`config.mk`:
```
export PLATFORM = sky130hd
export DESIGN_NAME = instr_sequencer
export DESIGN_NICKNAME = d
export VERILOG_FILES = /design/src/rtl/seq_pkg.sv /design/src/rtl/next_pc_sel.sv /design/src/rtl/instr_sequencer.sv
export SDC_FILE = /design/constraint.sdc
export NUM_CORES = 1
export LEC_CHECK = 0
export CORE_UTILIZATION = 36
export DETAILED_ROUTE_END_ITERATION = 8
export PLACE_DENSITY = 0.87
export SYNTH_ARGS = -nofsm -noshare
export SYNTH_HDL_FRONTEND = slang
export SYNTH_HIERARCHICAL = 1
export SYNTH_SLANG_ARGS = --single-unit
```
`constraint.sdc`:
```
create_clock -name clk -period 1.58 [get_ports clk]
set_input_delay 0.237 -clock clk [delete_from_list [all_inputs] [get_ports clk]]
set_output_delay 0.237 -clock clk [all_outputs]
set_load 0.005 [all_outputs]
```
`src/rtl/seq_pkg.sv`:
```
// Shared definitions for the instruction sequencer: state encoding,
// control-word bit positions and the default program counter width.
package seq_pkg;

    localparam int PC_W_DEFAULT = 8;

    typedef enum logic [1:0] {
        ST_IDLE   = 2'd0,
        ST_FETCH  = 2'd1,
        ST_DECODE = 2'd2,
        ST_EXEC   = 2'd3
    } state_t;

    // ctl = {we, beq, bne, bge, blt, jmp, jmpr}
    localparam int CTL_W    = 7;
    localparam int CTL_WE   = 6;
    localparam int CTL_BEQ  = 5;
    localparam int CTL_BNE  = 4;
    localparam int CTL_BGE  = 3;
    localparam int CTL_BLT  = 2;
    localparam int CTL_JMP  = 1;
    localparam int CTL_JMPR = 0;

endpackage

```
`src/rtl/next_pc_sel.sv`:
```
// Combinational next-PC selection: register jump, immediate jump or taken
// branch, otherwise sequential increment (wrapping at 2^PC_W).
module next_pc_sel
    import seq_pkg::*;
#(
    parameter int PC_W = PC_W_DEFAULT
) (
    input  logic [PC_W-1:0]   pc,
    input  logic [CTL_BEQ:0]  br_ctl,
    input  logic              alu_zero,
    input  logic              alu_neg,
    input  logic [PC_W-1:0]   target,
    input  logic [PC_W-1:0]   rs_val,
    output logic [PC_W-1:0]   next_pc,
    output logic [PC_W-1:0]   pc_inc
);

    logic taken;

    assign pc_inc = pc + PC_W'(1);

    assign taken = (br_ctl[CTL_BEQ] &  alu_zero) |
                   (br_ctl[CTL_BNE] & ~alu_zero) |
                   (br_ctl[CTL_BGE] & ~alu_neg)  |
                   (br_ctl[CTL_BLT] &  alu_neg);

    always_comb begin
        next_pc = pc_inc;
        if (br_ctl[CTL_JMPR]) begin
            next_pc = rs_val;
        end else if (br_ctl[CTL_JMP] || taken) begin
            next_pc = target;
        end
    end

endmodule

```
`src/rtl/instr_sequencer.sv`:
```
// Four-state instruction sequencer (IDLE/FETCH/DECODE/EXEC) owning the
// program counter; the next-PC choice is delegated to next_pc_sel.
module instr_sequencer
    import seq_pkg::*;
#(
    parameter int PC_W = PC_W_DEFAULT
) (
    input  logic              clk,
    input  logic              rst_n,
    input  logic              run,
    output logic              imem_req,
    input  logic              imem_ack,
    output logic              ir_load,
    input  logic [CTL_W-1:0]  ctl,
    input  logic              alu_zero,
    input  logic              alu_neg,
    input  logic [PC_W-1:0]   target,
    input  logic [PC_W-1:0]   rs_val,
    output logic [PC_W-1:0]   pc,
    output logic              rf_we,
    output logic [PC_W-1:0]   link_pc,
    output logic              busy
);

    localparam logic [1:0] IDLE   = ST_IDLE;
    localparam logic [1:0] FETCH  = ST_FETCH;
    localparam logic [1:0] DECODE = ST_DECODE;
    localparam logic [1:0] EXEC   = ST_EXEC;

    logic [1:0]      state_reg;
    logic [1:0]      state_next;
    logic [PC_W-1:0] pc_reg;
    logic [PC_W-1:0] next_pc;
    logic [PC_W-1:0] pc_inc;

    always_comb begin
        state_next = state_reg;
        case (state_reg)
            IDLE:    if (run) state_next = FETCH;
            FETCH:   if (imem_ack) state_next = DECODE;
            DECODE:  state_next = EXEC;
            EXEC:    state_next = run ? FETCH : IDLE;
            default: state_next = IDLE;
        endcase
    end

    // An in-flight fetch is simply dropped by reset; nothing is remembered.
    always_ff @(posedge clk or negedge rst_n) begin
        if (!rst_n) begin
            state_reg <= IDLE;
            pc_reg    <= '0;
        end else begin
            state_reg <= state_next;
            if (state_reg == EXEC) begin
                pc_reg <= next_pc;
            end
        end
    end

    next_pc_sel #(
        .PC_W (PC_W)
    ) u_next_pc_sel (
        .pc       (pc_reg),
        .br_ctl   (ctl[CTL_BEQ:0]),
        .alu_zero (alu_zero),
        .alu_neg  (alu_neg),
        .target   (target),
        .rs_val   (rs_val),
        .next_pc  (next_pc),
        .pc_inc   (pc_inc)
    );

    // Strobes decode straight from state so reset clears them without a clock.
    assign imem_req = (state_reg == FETCH);
    assign ir_load  = (state_reg == FETCH) && imem_ack;
    assign rf_we    = (state_reg == EXEC) && ctl[CTL_WE];
    assign busy     = (state_reg != IDLE);
    assign pc       = pc_reg;
    assign link_pc  = pc_inc;

endmodule
```
======== Word level (Yosys, flattened, before mapping) ========
Cells that the tools add are included.
storage, ports and cells
  logic and storage cells ................. 29
  input port bits ......................... 29
  register bits ........................... 10
cells by class
  reduce and logical (&&, ||, !) cells .... 6
  equality and inequality tests ........... 5
  add/sub/neg operators ................... 1
  bitwise logic cells ..................... 9
  mux-type cells .......................... 6
operator list
  kind                 number
  $mux 8               2
  $add 8x1->8 const B  1
  $pmux 2 s4           1
  $and 1x1->1          4
  $eq 2x2->1 const B   2
  $mux 2               2
  $or 1x1->1           3
  $eq 2x1->1 const B   1
  $logic_and 1x1->1    2
  $logic_not 2->1      1
  $ne 2x1->1 const B   1
  $ne 2x2->1 const B   1
  $not 1->1            2
  $reduce_and 2->1     1
  $reduce_bool 2->1    1
  $logic_or 1x1->1     1
  $mux 1               1

======== Longest topological paths before layout ========
  depth after elaboration ................. 8
  depth in mapped cells ................... 6
  depth with buffers taken out ............ 6

======== Cells and area by module ========
The synthesis kept the hierarchy.
modules (own cells, without submodules)
  module           cells an instance  sequential area each (um^2)  instances  area each (um^2)
  instr_sequencer  36                 250.2                        1          499.2
  next_pc_sel      50                 0.0                          1          332.8

======== Worst setup path after synthesis ========
Ideal clock, no wire load.
  kind .................................... in2reg
  start ................................... input alu_zero
  end ..................................... register pc_reg[6] (netlist: pc[6])
  cell stages on the path ................. 6
  arrival ................................. 1.535 ns
  data required time ...................... 1.453 ns
  setup slack ............................. -0.082 ns
  path through ............................ mux2_4 a2111oi_4 buf_6 o21ai_0 a31o_1 mux2_1
between the ends
  cells in the longest elaborated chain, start to end .. 8
ends and longest elaborated chain
  element               RTL line               RTL
  from (decl)           instr_sequencer.sv:15  input logic alu_zero,
  $not 1->1             next_pc_sel.sv:23      (br_ctl[CTL_BNE] & ~alu_zero) |
  $and 1x1->1           next_pc_sel.sv:23
  $or 1x1->1 *          next_pc_sel.sv:22      assign taken = (br_ctl[CTL_BEQ] & alu_zero) |
  $or 1x1->1 *          next_pc_sel.sv:23
  $or 1x1->1 *          next_pc_sel.sv:24      (br_ctl[CTL_BGE] & ~alu_neg) |
  $logic_or 1x1->1 *    next_pc_sel.sv:31      end else if (br_ctl[CTL_JMP] || taken) begin
  $mux 8 *              next_pc_sel.sv:31
  $mux 8 *              next_pc_sel.sv:29      if (br_ctl[CTL_JMPR]) begin
  via next_pc[6]        instr_sequencer.sv:33  logic [PC_W-1:0] next_pc;
  to (signal assigned)  instr_sequencer.sv:55  pc_reg <= next_pc;
  to (decl)             instr_sequencer.sv:32  logic [PC_W-1:0] pc_reg;
Mark *: on every way through the listed nets, which the timed path passes. The rest lies on a longest branch.
A chain may end at the register's enable or synchronous reset.

======== Final worst setup path ========
  start ................................... register pc_reg[0] (netlist: pc[0])
  end ..................................... output link_pc[6]
between the ends
  cells in the longest elaborated chain, start to end .. 1
ends and longest elaborated chain
  element      RTL line               RTL
  $add 8x1->8  next_pc_sel.sv:20      assign pc_inc = pc + PC_W'(1);
  to (decl)    instr_sequencer.sv:21  output logic [PC_W-1:0] link_pc,
No other way between the ends.

==> flow_metrics.env <==
export IMPL_rows=17
export IMPL_avgRoutedWirePerCell_um=15.89
export IMPL_crit_required_ps=1340
export IMPL_ant_nets=0
export IMPL_syn_area_um2=832.0
export IMPL_final_setup_skew_ps=5.828
export IMPL_port_buffers=48
export IMPL_grt_pass1_wl_mm=4.422
export IMPL_yosysMostFrequentCell="nand2_1"
export IMPL_powerDensity_mw_per_mm2=1714
export IMPL_violations="setup timing"
export IMPL_critPathSlowestCell="dfrtp_1"
export IMPL_place_area_mm2=0.001449
export IMPL_tightest_slew_ps=475.0
export IMPL_grt_antenna_before_repair=0
export IMPL_ios=49
export IMPL_status="finished with violations"
export IMPL_r2r_start="pc[0]"
export IMPL_vdd_ir_drop_worst_mv=1.310
export IMPL_grt_use_total=0.2344
export IMPL_yosysSeqAreaShare=0.3008
export IMPL_fin_ws_ps=-87.76
export IMPL_syn_avg_cell_area_um2=9.675
export IMPL_r2r_slack_ps=-50
export IMPL_hold_buffers=0
export IMPL_drc=0
export IMPL_first_iter_violations=1
export IMPL_period_minus_slack_ps=1668
export IMPL_fin_nets=205
export IMPL_drv_cap=0
export IMPL_relSlewSlack=0.6823
export IMPL_avgViaCountPerCell=4.833
export IMPL_crit_arrival_ps=1430
export IMPL_design_die_area_mm2=0.002508
export IMPL_synthTopCellsByCount="nand2_1, dfrtp_1, mux2_2"
export IMPL_r2r_end="pc[6]"
export IMPL_synth_edff_count=0
export IMPL_yosysUniqueCellTypes=26
export IMPL_finalSetupViolCount=7
export IMPL_clockRootBuffer="clkbuf_4"
export IMPL_fp_coreArea_mm2=0.002191
export IMPL_tns_ps=-306.2
export IMPL_timing_fmax_ghz=0.5996
export IMPL_rsz0062_at_grt="true"
export IMPL_fin_crit_sh=1.056
export IMPL_startpoint_type="flop"
export IMPL_area_delta_synth_final_pct=112.2
export IMPL_die_height_um=50.08
export IMPL_cts_tree="done"
export IMPL_synthCells=86
export IMPL_largest_register_ffs=8
export IMPL_worst_path_max_fanout=2
export IMPL_ys_warn_count=6
export IMPL_path_class="reg2out"
export IMPL_gp_congestion=0.7487
export IMPL_cts_htree_levels=1
export IMPL_layout_drive_gt1_share=0.4941
export IMPL_synth_seq_cells=10
export IMPL_grt_max_degree=11
export IMPL_totalPowerFinal_w=0.003025
export IMPL_endpoint_kind="output port"
export IMPL_drtPass1Iterations=3
export IMPL_synthTopCellsByArea="dfrtp_1, mux2_2, ha_1"
export IMPL_path_cells="ha_2, buf_6, nand2_2, nor2_4, xnor2_2, buf_2"
export IMPL_grt_pass1_vias=999
export IMPL_fillers=132
export IMPL_vias=957
export IMPL_final_hold_viol_count=0
export IMPL_slowest_delay_ps=390
export IMPL_hold_class="in2async"
export IMPL_cts_path_max_buffers=2
export IMPL_reg2reg_depth=7
export IMPL_stdcell_area_mm2=0.001765
export IMPL_slew_violations=0
export IMPL_final_util=0.8058
export IMPL_async_reset_ff_frac=1.000
export IMPL_wl_mm=3.147
export IMPL_die_w_um=50.08
export IMPL_worst_hold_slack_ps=285.7
export IMPL_synth_largest_area_cell="dfrtp_1"
export IMPL_synth_top_area_frac=0.3008
export IMPL_p_leak_nw=0.8354
export IMPL_synth_nets=120
export IMPL_clock_sinks=10
export IMPL_clk_latency_ps=270
export IMPL_cts_buffers=3
export IMPL_antenna_cells=0
export IMPL_dp_hpwl_mm=1.928
export IMPL_path_clk_slew_ps=70
export IMPL_start_util=0.3798
export IMPL_grt_overflow=0
export IMPL_synth_flop_cell="dfrtp_1"
-- cells in the final DEF, fill, tap and decap left out, types with 2 or more instances in the layout --
cell	n
xnor2_2	3
ha_4	3
clkbuf_4	3
dlygate4sd2_1	9
nand2_2	2
buf_6	12
dfrtp_1	9
mux2i_1	5
buf_4	24
mux2_4	6
nand3_4	2
mux2_2	3
nand2_1	12
o21ai_1	6
clkbuf_2	4
o21ai_0	2
inv_1	4
buf_2	6
nand2b_4	2
xor2_1	2
a31o_1	3
clkdlybuf4s50_1	26
-- stage by stage --
stage	setup WS, ps	std cells
after CTS	-180.9	192
after detailed placement	-671.9	176
after global placement	-603.0	176
after global routing	-161.1	198
after floorplan	-82.06	86
final	-87.76	198
-- area by class of cell --
| type | count | area [um2] | share of cell area |
|---|---|---|---|
| well taps | 28 | 35.03 | 0.01984 |
| repair buffers | 83 | 726.9 | 0.4118 |
| clock buffers | 4 | 36.28 | 0.02055 |
| flip-flops and latches | 10 | 251.5 | 0.1425 |
| multi-input cells | 67 | 690.7 | 0.3912 |
| inverters | 6 | 25.02 | 0.01417 |
-- routing by layer --
| metal | routed length [um] | GRT usage |
|---|---|---|
| met3 | 226 | 0.04012 |
| met1 | 1148 | 0.2392 |
| met4 | 89 | 0.1190 |
| met5 | 0 | 0 |
| met2 | 1682 | 0.4444 |
-- timing repair --
item / in CTS / in global routing
pin swaps: 9 / 9
setup endpoints to repair: 20 / 18
resized for setup: 71 / 28
setup buffers: 13 / 6
cloned: 0 / 0
-- worst max path at each step --
| stage | startpoint | to | slack (ps) | cells past startpoint |
|---|---|---|---|---|
| floorplan | alu_zero | pc[6] | -80 | 6 |
| global placement | alu_zero | pc[5] | -600 | 7 |
| detailed placement | alu_zero | pc[2] | -670 | 7 |
| CTS | pc[0] | link_pc[7] | -180 | 5 |
| global route | pc[0] | link_pc[6] | -160 | 6 |
| finish | pc[0] | link_pc[6] | -90 | 6 |
-- worst max-delay path: cells and delay by family (launching register included) --
kind                       cells  cell delay (ps)
DFF                            1              390
xor gates and xnor gates       1              120
adders and majority gates      1              220
buffers and inverters          2              250
and+or+nand+nor                2              180
-- logic make-up (layout without fill, tap and decap cells) --
kind of cell,Yosys count,in the layout,share of synthesized area
DFF,10,10,0.3008
and+or+nand+nor,26,26,0.1594
AOI/OAI and AO/OA,15,15,0.1383
adders and majority gates,5,5,0.07519
buffers and inverters,9,93,0.05864
muxes,15,15,0.2045
xor gates and xnor gates,6,6,0.06317
-- power breakdown --
| part | switching, W | total (W) | internal [W] |
|---|---|---|---|
| registers | 0.000114 | 0.000507 | 0.000394 |
| clock network | 0.0000929 | 0.000233 | 0.000140 |
| logic | 0.000916 | 0.00228 | 0.00137 |
| total | 0.00112 | 0.00303 | 0.00190 |
Power figures use the tool's default switching activity.
